### src/rtl/ip_codma_pkg.sv
// ----------------------------------------------------------------------------
// ip_codma_pkg
// Shared CoDMA definitions used by the CRC engine:
//   - crc_state_t        : CRC engine FSM states
//   - CODMA_CRC_*        : default CRC-32/MPEG-2 parameters and block size
//   - crc32_byte_step()  : one byte of MSB-first, non-reflected CRC-32
// ----------------------------------------------------------------------------
package ip_codma_pkg;

    typedef enum logic [1:0] {
        CRC_IDLE = 2'd0,
        CRC_RUN  = 2'd1,
        CRC_DONE = 2'd2
    } crc_state_t;

    localparam logic [31:0] CODMA_CRC_POLY      = 32'h04C1_1DB7;
    localparam logic [31:0] CODMA_CRC_INIT      = 32'hFFFF_FFFF;
    localparam logic [31:0] CODMA_CRC_XOROUT    = 32'h0000_0000;
    // 8 words x 4 bytes per block
    localparam int unsigned CODMA_CRC_MAX_BYTES = 32;

    // The byte enters the top of the register in one XOR, then eight
    // shift/conditional-XOR iterations; equivalent to feeding its bits
    // MSB-first one at a time.
    function automatic logic [31:0] crc32_byte_step(
        input logic [31:0] crc,
        input logic [7:0]  data_byte,
        input logic [31:0] poly
    );
        logic [31:0] c;
        c = crc ^ {data_byte, 24'h0};
        for (int i = 0; i < 8; i++) begin
            if (c[31]) begin
                c = {c[30:0], 1'b0} ^ poly;
            end else begin
                c = {c[30:0], 1'b0};
            end
        end
        return c;
    endfunction

endpackage

### src/rtl/ip_codma_crc_engine.sv
// ----------------------------------------------------------------------------
// ip_codma_crc_engine
// Downstream compute stage of the CoDMA main controller. Computes a CRC-32
// over a latched block of up to MAX_BYTES bytes, one byte per clock, and
// returns a one-cycle completion pulse. CRC state is carried across blocks
// unless first_i reloads INIT, allowing multi-block messages.
//
// Ports:
//   clk_i           clock
//   reset_n_i       asynchronous active-low reset
//   start_i         one-cycle request; block inputs sampled this cycle
//   stop_i          abort to idle, no completion pulse; wins over start_i
//   data_i          block data, word 0 first, bytes [31:24]..[7:0] per word
//   len_i           valid bytes in block (0..32, larger values saturate)
//   first_i         reload INIT before this block
//   last_i          block ends the message
//   expected_crc_i  reference CRC for the compare option
//   busy_o          engine not idle
//   crc_flag_o      one-cycle pulse: block processed
//   crc_o           crc ^ XOROUT, valid with crc_flag_o, held afterwards
//   crc_last_o      latched last_i, valid with crc_flag_o
//   crc_match_o     compare result, valid with crc_flag_o
//
// Build option:
//   CODMA_CRC_COMPARE_EN  when defined, crc_match_o reports
//                         (crc ^ XOROUT) == expected_crc_i on the last block;
//                         otherwise crc_match_o is tied low.
// ----------------------------------------------------------------------------
module ip_codma_crc_engine
    import ip_codma_pkg::*;
#(
    parameter logic [31:0] POLY      = CODMA_CRC_POLY,
    parameter logic [31:0] INIT      = CODMA_CRC_INIT,
    parameter logic [31:0] XOROUT    = CODMA_CRC_XOROUT,
    parameter int unsigned MAX_BYTES = CODMA_CRC_MAX_BYTES
) (
    input  logic             clk_i,
    input  logic             reset_n_i,
    input  logic             start_i,
    input  logic             stop_i,
    input  logic [7:0][31:0] data_i,
    input  logic [5:0]       len_i,
    input  logic             first_i,
    input  logic             last_i,
    input  logic [31:0]      expected_crc_i,
    output logic             busy_o,
    output logic             crc_flag_o,
    output logic [31:0]      crc_o,
    output logic             crc_last_o,
    output logic             crc_match_o
);

    localparam logic [5:0] LP_MAX_LEN = 6'(MAX_BYTES);

    // ------------------------------------------------------------------
    // Registers and next-state values
    // ------------------------------------------------------------------
    crc_state_t       r_state, w_state_nxt;
    logic [31:0]      r_crc, w_crc_nxt;
    logic [5:0]       r_cnt, w_cnt_nxt;
    logic [5:0]       r_len, w_len_nxt;
    logic             r_last, w_last_nxt;
    logic [7:0][31:0] r_data, w_data_nxt;
    logic             r_busy, w_busy_nxt;
    logic             r_flag, w_flag_nxt;
    logic [31:0]      r_out, w_out_nxt;
    logic             r_last_out, w_last_out_nxt;

    // Values presented on the cycle the FSM heads into CRC_DONE
    logic             w_done;
    logic [31:0]      w_done_crc;
    logic             w_done_last;

    logic [5:0]       w_len_sat;
    logic [31:0]      w_word;
    logic [7:0]       w_byte;
    logic [31:0]      w_step;

`ifdef CODMA_CRC_COMPARE_EN
    logic [31:0]      r_exp, w_exp_nxt;
    logic             r_match, w_match_nxt;
    logic [31:0]      w_done_exp;
`else
    logic             w_unused_exp;
    assign w_unused_exp = ^expected_crc_i;
`endif

    assign w_len_sat = (len_i > LP_MAX_LEN) ? LP_MAX_LEN : len_i;

    // Byte k lives in word k/4; within a word the high byte goes first
    assign w_word = r_data[r_cnt[4:2]];

    always_comb begin
        w_byte = w_word[31:24];
        case (r_cnt[1:0])
            2'd0:    w_byte = w_word[31:24];
            2'd1:    w_byte = w_word[23:16];
            2'd2:    w_byte = w_word[15:8];
            default: w_byte = w_word[7:0];
        endcase
    end

    assign w_step = crc32_byte_step(r_crc, w_byte, POLY);

    // ------------------------------------------------------------------
    // Next-state and output logic
    // ------------------------------------------------------------------
    always_comb begin
        w_state_nxt    = r_state;
        w_crc_nxt      = r_crc;
        w_cnt_nxt      = r_cnt;
        w_len_nxt      = r_len;
        w_last_nxt     = r_last;
        w_data_nxt     = r_data;
        w_busy_nxt     = r_busy;
        w_flag_nxt     = 1'b0;
        w_out_nxt      = r_out;
        w_last_out_nxt = 1'b0;
        w_done         = 1'b0;
        w_done_crc     = r_crc;
        w_done_last    = r_last;
`ifdef CODMA_CRC_COMPARE_EN
        w_exp_nxt      = r_exp;
        w_match_nxt    = 1'b0;
        w_done_exp     = r_exp;
`endif

        unique case (r_state)
            CRC_IDLE: begin
                if (start_i) begin
                    w_data_nxt = data_i;
                    w_len_nxt  = w_len_sat;
                    w_last_nxt = last_i;
                    w_crc_nxt  = first_i ? INIT : r_crc;
                    w_cnt_nxt  = '0;
                    w_busy_nxt = 1'b1;
`ifdef CODMA_CRC_COMPARE_EN
                    w_exp_nxt  = expected_crc_i;
`endif
                    if (w_len_sat != 6'd0) begin
                        w_state_nxt = CRC_RUN;
                    end else begin
                        // Empty block: straight to done with the register
                        // as loaded, so the result uses the live inputs.
                        w_state_nxt = CRC_DONE;
                        w_done      = 1'b1;
                        w_done_crc  = first_i ? INIT : r_crc;
                        w_done_last = last_i;
`ifdef CODMA_CRC_COMPARE_EN
                        w_done_exp  = expected_crc_i;
`endif
                    end
                end
            end
            CRC_RUN: begin
                w_crc_nxt = w_step;
                w_cnt_nxt = r_cnt + 6'd1;
                if (r_cnt == (r_len - 6'd1)) begin
                    w_state_nxt = CRC_DONE;
                    w_done      = 1'b1;
                    w_done_crc  = w_step;
                end
            end
            CRC_DONE: begin
                w_state_nxt = CRC_IDLE;
                w_busy_nxt  = 1'b0;
            end
            default: begin
                w_state_nxt = CRC_IDLE;
                w_busy_nxt  = 1'b0;
            end
        endcase

        // Flag and result are registered on the way into CRC_DONE so they
        // are visible exactly during the CRC_DONE cycle.
        if (w_done) begin
            w_flag_nxt     = 1'b1;
            w_out_nxt      = w_done_crc ^ XOROUT;
            w_last_out_nxt = w_done_last;
`ifdef CODMA_CRC_COMPARE_EN
            w_match_nxt    = w_done_last && ((w_done_crc ^ XOROUT) == w_done_exp);
`endif
        end

        if (stop_i) begin
            w_state_nxt    = CRC_IDLE;
            w_crc_nxt      = INIT;
            w_cnt_nxt      = '0;
            w_busy_nxt     = 1'b0;
            w_flag_nxt     = 1'b0;
            w_out_nxt      = r_out;
            w_last_out_nxt = 1'b0;
`ifdef CODMA_CRC_COMPARE_EN
            w_match_nxt    = 1'b0;
`endif
        end
    end

    // ------------------------------------------------------------------
    // State register
    // ------------------------------------------------------------------
    always_ff @(posedge clk_i or negedge reset_n_i) begin
        if (!reset_n_i) begin
            r_state <= CRC_IDLE;
        end else begin
            r_state <= w_state_nxt;
        end
    end

    // ------------------------------------------------------------------
    // Datapath registers
    // ------------------------------------------------------------------
    always_ff @(posedge clk_i or negedge reset_n_i) begin
        if (!reset_n_i) begin
            r_crc      <= INIT;
            r_cnt      <= '0;
            r_len      <= '0;
            r_last     <= 1'b0;
            r_data     <= '0;
            r_busy     <= 1'b0;
            r_flag     <= 1'b0;
            r_out      <= '0;
            r_last_out <= 1'b0;
        end else begin
            r_crc      <= w_crc_nxt;
            r_cnt      <= w_cnt_nxt;
            r_len      <= w_len_nxt;
            r_last     <= w_last_nxt;
            r_data     <= w_data_nxt;
            r_busy     <= w_busy_nxt;
            r_flag     <= w_flag_nxt;
            r_out      <= w_out_nxt;
            r_last_out <= w_last_out_nxt;
        end
    end

`ifdef CODMA_CRC_COMPARE_EN
    always_ff @(posedge clk_i or negedge reset_n_i) begin
        if (!reset_n_i) begin
            r_exp   <= '0;
            r_match <= 1'b0;
        end else begin
            r_exp   <= w_exp_nxt;
            r_match <= w_match_nxt;
        end
    end

    assign crc_match_o = r_match;
`else
    assign crc_match_o = 1'b0;
`endif

    assign busy_o     = r_busy;
    assign crc_flag_o = r_flag;
    assign crc_o      = r_out;
    assign crc_last_o = r_last_out;

endmodule

### config.mk
export PLATFORM = sky130hd
export DESIGN_NAME = ip_codma_crc_engine
export DESIGN_NICKNAME = d
export VERILOG_FILES = /design/src/rtl/ip_codma_pkg.sv /design/src/rtl/ip_codma_crc_engine.sv
export SDC_FILE = /design/constraint.sdc
export NUM_CORES = 1
export LEC_CHECK = 0
export ABC_CLOCK_PERIOD_IN_PS = 4450
export CAP_MARGIN = 20
export CELL_PAD_IN_SITES_DETAIL_PLACEMENT = 1
export CELL_PAD_IN_SITES_GLOBAL_PLACEMENT = 2
export CORE_MARGIN = 2
export CORE_UTILIZATION = 31
export CTS_BUF_LIST = sky130_fd_sc_hd__clkbuf_8 sky130_fd_sc_hd__clkbuf_16
export DETAILED_ROUTE_END_ITERATION = 10
export PLACE_DENSITY_LB_ADDON = 0.15
export SETUP_SLACK_MARGIN = 0.3
export SYNTH_ARGS = -nofsm -noshare
export SYNTH_HDL_FRONTEND = slang
export SYNTH_SLANG_ARGS = --single-unit
### constraint.sdc
create_clock -name clk_i -period 4.45 [get_ports clk_i]
set_clock_uncertainty 0.05 [all_clocks]
set_input_delay 0.445 -clock clk_i [delete_from_list [all_inputs] [get_ports clk_i]]
set_output_delay 0.445 -clock clk_i [all_outputs]
set_load 0.1 [all_outputs]
==> results.py, run 1 <==
metrics = {
    "pwr": {
        "p_leak_uw": 0.00984,
        "p_comb_frac": 0.377,
        "sw_frac_of_total": 0.382,
        "p_int_uw": 7510,
        "net-switching-power_uw": 4640,
        "ir_drop_v": 0.000264,
        "power.density_nw_per_um2": 565,
        "total_power_uw": 12200,
        "clockPowerShare": 0.280,
        "power_frac_seq": 0.343,
    },
    "cts": {
        "htreeDepth": 2,
        "cts.path.max_buffers": 3,
        "clkTransAtPathRegs_ps": 60,
        "clkLatencyLatePin_ps": 560,
        "cts_inserted_buffers": 41,
        "clock-sinks": 338,
        "cts_root_buf": "clkbuf_16",
        "cts_tree": "yes",
    },
    "run_status": {
        "status": "finished, final reports clean",
    },
    "synthesis": {
        "synth_top_family_by_area": "simple AND/OR/NAND/NOR gates",
        "synth.area.top_cells": "dfrtp_1, nand2_1, dfstp_2",
        "syn_inst": 1750,
        "yosysTopAreaCellShare": 0.474,
        "async_flop_share": 1.00,
        "syn_nets": 2055,
        "postSynthAreaPerCell_um2": 9.22,
        "synth-seq-cells": 338,
        "yosys_warnings": 0,
        "yosys.area.top_type": "dfrtp_1",
        "ys_seq_area_frac": 0.527,
        "synth_top_flop_cell": "dfrtp_1",
        "synth_xor_area_frac": 0.0476,
        "synth_compound_area_frac": 0.0636,
        "synth_edf_count": 0,
        "synthSimpleGateAreaFrac": 0.231,
        "synth_mux_area_frac": 0.0960,
        "synth_cell_types": 59,
        "synthAdderAreaFrac": 0.00388,
        "syn-cell-area_um2": 16100,
    },
    "worst_setup_path": {
        "cp.required_ps": 4850,
        "reg2reg_to": "crc_o[14]",
        "critPathMaxStageDelay_ps": 680,
        "slowest_stage": "mux4_1",
        "reg2regPathDepth": 11,
        "critPathMaxFanout": 11,
        "crit_path_end_kind": "register",
        "r2r-start": "r_cnt[2]",
        "regToRegSetupSlack_ps": 590,
        "crit_chain": "buf_4 > mux4_1 > o22ai_1 > nor3_1 > o41ai_2 > xor2_2 > buf_4 > xnor2_1 > xnor2_2 > xnor2_1 > a221oi_1",
        "cp_data_arrival_time_ps": 4260,
        "critical_path_class": "register to register",
        "cp-start-kind": "register",
    },
    "die": {
        "rows": 83,
        "die_y_um": 232,
        "coreArea_um2": 51400,
        "die_x_um": 232,
        "ios": 336,
        "dieArea_um2": 53900,
        "start_util": 0.314,
    },
    "placement": {
        "dp_hpwl_um": 39700,
        "io_buffers": 302,
        "dp.cells": 2666,
        "gp_congestion": 0.820,
    },
    "global_routing": {
        "grt.total_usage": 0.212,
        "grt_pass1_vias": 14100,
        "overflow": 0,
        "grt_antenna_before_repair": 6,
        "grt_max_degree": 185,
        "grt_pass1_wl_um": 86700,
    },
    "route": {
        "vias": 13200,
        "ant_nets": 0,
        "wl_um": 55800,
        "first_iter_violations": 798,
        "avgRoutedWirePerCell_um": 20.3,
        "vias_per_cell": 4.78,
        "post-route-drc-count": 0,
        "drt_first_pass_iters": 4,
    },
    "layout": {
        "drive_above_1_share": 0.126,
        "final_net_count": 2345,
        "utilization": 0.419,
        "mostFrequentLayoutCell": "nand2_1",
        "synthToLayoutAreaGrowth_pct": 33.3,
        "final_cells": 2753,
        "n_fill_cell": 5874,
        "layout_common_cells": "nand2_1, dfrtp_1, clkdlybuf4s50_1, nor2_1, mux2_2",
    },
    "sta": {
        "fmax_ghz": 0.259,
        "worst_pin_slew_ps": 977,
        "tns_ps": 0,
        "rsz0062_at_grt": "false",
        "min_period_ps": 3860,
        "setup_viol_count_final": 0,
        "timing.final.crit_share": 0.867,
        "hold_violations": 0,
        "slew_headroom": 0.347,
        "maxSlewViolCount": 0,
    },
    "flow_run": {
        "cap_violations": 0,
    },
    "min_path": {
        "min_delay_worst_endpoint": "r_data[153]",
        "hold_start": "data_i[153]",
        "hold_path.class": "input pin to register",
        "holdPathStages": 3,
    },
}
layer usage:
layer / vias up / wire, µm / GRT usage
li1: 6280 / - / -
met1: 6545 / 26300 / 0.302
met2: 274 / 25500 / 0.331
met3: 65 / 2950 / 0.0398
met4: 8 / 1040 / 0.0529
met5: - / 47 / 0
Yosys cell counts (6+ instances only):
library cell and number:
xor2_1 27, mux4_2 26, xnor2_1 45, nand2b_1 7, o22ai_1 37, nand3_1 8, mux2_2 59, mux2i_1 10
buf_2 18, buf_1 12, nor2b_1 6, mux4_1 7, a21oi_1 31, o22a_1 10, nand3b_1 7, nand2_1 808
or3_1 8, dfrtp_1 306, nor2_1 64, dfstp_2 32, clkbuf_1 69, o21ai_0 43, nor3_1 32, inv_1 8
a211oi_1 8
per-stage QoR:
stage	area (µm²)	hold WS [ps]	worst slack, ps
after floorplan	16100	99.4	1170
after global placement	20000	402	254
after detailed placement	20000	407	203
after CTS	21400	323	319
after global routing	21500	354	378
final	21500	364	590
final cells by class:
class	instances	area (µm²)	share of cell area
repair buffers	354	3550	0.165
diodes	2	5.00	0.000233
multi-input cells	1296	7200	0.335
clock buffers	55	1240	0.0577
inverters	9	33.8	0.00157
well taps	680	851	0.0395
clock inverters	19	135	0.00628
flip-flops and latches	338	8510	0.395
flip-flops by register name, summed over array words and instances, names as in the netlist:
register    count
r_data        256
crc_o          32
r_crc          32
r_cnt           6
r_len           6
r_state         2
busy_o          1
crc_flag_o      1
crc_last_o      1
r_last          1
worst max-delay path by stage:
stage                   from   endpoint  cells after the start
floorplan           r_cnt[2]   crc_o[6]                     10
global placement    r_cnt[2]  crc_o[26]                     12
detailed placement  r_cnt[2]  crc_o[26]                     12
CTS                 r_cnt[2]   crc_o[6]                     11
global route        r_cnt[4]  crc_o[14]                     11
finish              r_cnt[2]  crc_o[14]                     11
worst max-delay path, delay by kind of cell (launching register included):
family,cells,cell delay [ps]
flip-flops,1,530
AND/OR/NAND/NOR,1,130
AO/OA/AOI/OAI,3,1060
buffers and inverters,2,460
multiplexers,1,680
XOR/XNOR,4,840
timing repair:
item	CTS	global route
resized for setup	1	4
setup endpoints to repair	4	10
hold endpoints to repair	74	0
buffers inserted	0	10
hold buffers	1	0
pin swaps	0	1
logic make-up (layout without fill, tap and decap cells):
logic type,Yosys count,after routing
buffers and inverters,116,437
adder cells (fa/ha/maj),5,5
flip-flops,338,338
XOR/XNOR,80,80
other,1,3
AND/OR/NAND/NOR,950,950
AO/OA/AOI/OAI,157,157
multiplexers,103,103
power by group through the flow:
stage                     Combinational [µW]  Sequential, µW  Clock, µW
after global routing                    4970            4250       3610
final                                   4580            4170       3400
after global placement                  4460            4200          0
after floorplan                         2180            5030          0
after detailed placement                4500            4230          0
after CTS                               4530            4180       3510
No activity file was read; power rests on OpenSTA's default activity.
==> inputs of run 2 (changes only) <==
RECOVER_POWER = 25   (was default)
==> results.py, run 2 (synthesis results as in run 1) <==
metrics = {
    "route": {
        "ant_nets": 0,
        "post-route-drc-count": 0,
        "vias": 13100,
        "first_iter_violations": 873,
        "avgRoutedWirePerCell_um": 20.3,
        "wl_um": 55900,
        "vias_per_cell": 4.77,
        "drt_first_pass_iters": 4,
    },
    "worst_setup_path": {
        "critPathMaxFanout": 11,
        "r2r-start": "r_cnt[2]",
        "critical_path_class": "register to register",
        "cp-start-kind": "register",
        "cp_data_arrival_time_ps": 4270,
        "cp.required_ps": 4850,
        "reg2reg_to": "crc_o[14]",
        "reg2regPathDepth": 11,
        "crit_path_end_kind": "register",
        "regToRegSetupSlack_ps": 580,
    },
    "global_routing": {
        "grt_max_degree": 185,
        "grt.total_usage": 0.212,
        "grt_pass1_wl_um": 86700,
        "overflow": 0,
        "grt_pass1_vias": 14100,
        "grt_antenna_before_repair": 6,
    },
    "cts": {
        "clkTransAtPathRegs_ps": 60,
        "cts_inserted_buffers": 41,
        "cts_root_buf": "clkbuf_16",
        "cts_tree": "yes",
        "htreeDepth": 2,
        "clock-sinks": 338,
        "clkLatencyLatePin_ps": 560,
        "cts.path.max_buffers": 3,
    },
    "die": {
        "coreArea_um2": 51400,
        "rows": 83,
        "start_util": 0.314,
        "ios": 336,
        "die_y_um": 232,
        "dieArea_um2": 53900,
        "die_x_um": 232,
    },
    "layout": {
        "synthToLayoutAreaGrowth_pct": 33.2,
        "mostFrequentLayoutCell": "nand2_1",
        "regMostFlops": "r_data",
        "drive_above_1_share": 0.126,
        "layout_common_cells": "nand2_1, dfrtp_1, clkdlybuf4s50_1, nor2_1, mux2_2",
        "final_net_count": 2345,
        "n_fill_cell": 5874,
        "largest_reg_flops": 256,
    },
    "sta": {
        "fmax_ghz": 0.258,
        "setup_viol_count_final": 0,
        "fin_hold_ws_ps": 363,
        "rsz0062_at_grt": "false",
        "maxSlewViolCount": 91,
        "tns_ps": 0,
        "slew_headroom": -0.661,
        "timing.final.crit_share": 0.870,
        "worst_pin_slew_ps": 2490,
        "min_period_ps": 3870,
        "hold_violations": 0,
    },
    "run_status": {
        "status": "finished, violations left",
        "failed_checks": "max-capacitance violations, max-slew violations",
    },
    "pwr": {
        "total_power_uw": 12200,
        "ir_drop_v": 0.000264,
        "power.density_nw_per_um2": 566,
        "p_leak_uw": 0.00983,
    },
    "min_path": {
        "hold_path.class": "input pin to register",
        "hold_start": "data_i[186]",
        "min_delay_worst_endpoint": "r_data[186]",
        "holdPathStages": 3,
    },
    "flow_run": {
        "cap_violations": 1,
    },
    "placement": {
        "io_buffers": 302,
        "dp_hpwl_um": 39700,
        "gp_congestion": 0.820,
    },
}
run 2: cell type report:
class	instances	area, µm²	share of cell area
tap	680	851	0.0396
inverter	9	33.8	0.00157
sequential	338	8510	0.396
clock buffer	55	1240	0.0578
antenna	2	5.00	0.000233
clock inverter	19	135	0.00629
timing repair buffer	354	3520	0.164
multi-input combinational	1296	7200	0.335
run 2: what timing repair did:
| action | CTS | global route |
|---|---|---|
| endpoints found under the setup margin | 4 | 10 |
| hold buffers | 1 | 0 |
| buffers inserted | 0 | 10 |
| pin swaps | 0 | 1 |
| endpoints found under the hold margin | 74 | 0 |
| gates resized for setup | 1 | 4 |
run 2: where the power goes:
group	leakage, µW	switching [µW]	total (µW)	internal, µW
logic	0.00498	2890	4590	1700
registers	0.00412	416	4170	3750
clock network	0.000727	1340	3400	2060
run 2: worst max-delay path, stage by stage (launching register included):
cell and delay [ps]:
dfrtp_4 530, buf_4 250, mux4_1 690, o22ai_1 320
nor3_1 130, o41ai_2 440, xor2_2 170, buf_4 210
xnor2_1 350, xnor2_2 190, xnor2_1 130, a221oi_1 290
run 2: stage by stage:
| stage | setup WS, ps | utilization | area [µm²] | instances |
|---|---|---|---|---|
| 2_1_floorplan | 1170 | - | 16100 | 1750 |
| 3_3_place_gp | 254 | 0.389 | 20000 | 2666 |
| 3_5_place_dp | 203 | 0.389 | 20000 | 2666 |
| 4_1_cts | 319 | 0.416 | 21400 | 2741 |
| 5_1_grt | 282 | 0.418 | 21500 | 2751 |
| 6_report | 579 | 0.418 | 21500 | 2753 |
run 2: worst max path at each step:
stage | cells past startpoint | slack (ps) | to | startpoint
2_1_floorplan | 10 | 1170 | crc_o[6] | r_cnt[2]
3_3_place_gp | 12 | 250 | crc_o[26] | r_cnt[2]
3_5_place_dp | 12 | 200 | crc_o[26] | r_cnt[2]
4_1_cts | 11 | 320 | crc_o[6] | r_cnt[2]
5_1_grt | 3 | 280 | r_data[147] | reset_n_i
6_report | 11 | 580 | crc_o[14] | r_cnt[2]
run 2: routing by layer:
| metal | vias up | global-route usage | share of wire |
|---|---|---|---|
| met2 | 253 | 0.331 | 0.46 |
| met4 | 8 | 0.0529 | 0.019 |
| met1 | 6523 | 0.302 | 0.48 |
| met5 | - | 0 | 0.00084 |
| li1 | 6276 | - | - |
| met3 | 65 | 0.0398 | 0.047 |
==> inputs of run 3 (changes only) <==
SLEW_MARGIN = 20   (was default)
==> results of run 3 <==
No change in the layout: final DEF, timing and power equal those of run 2.
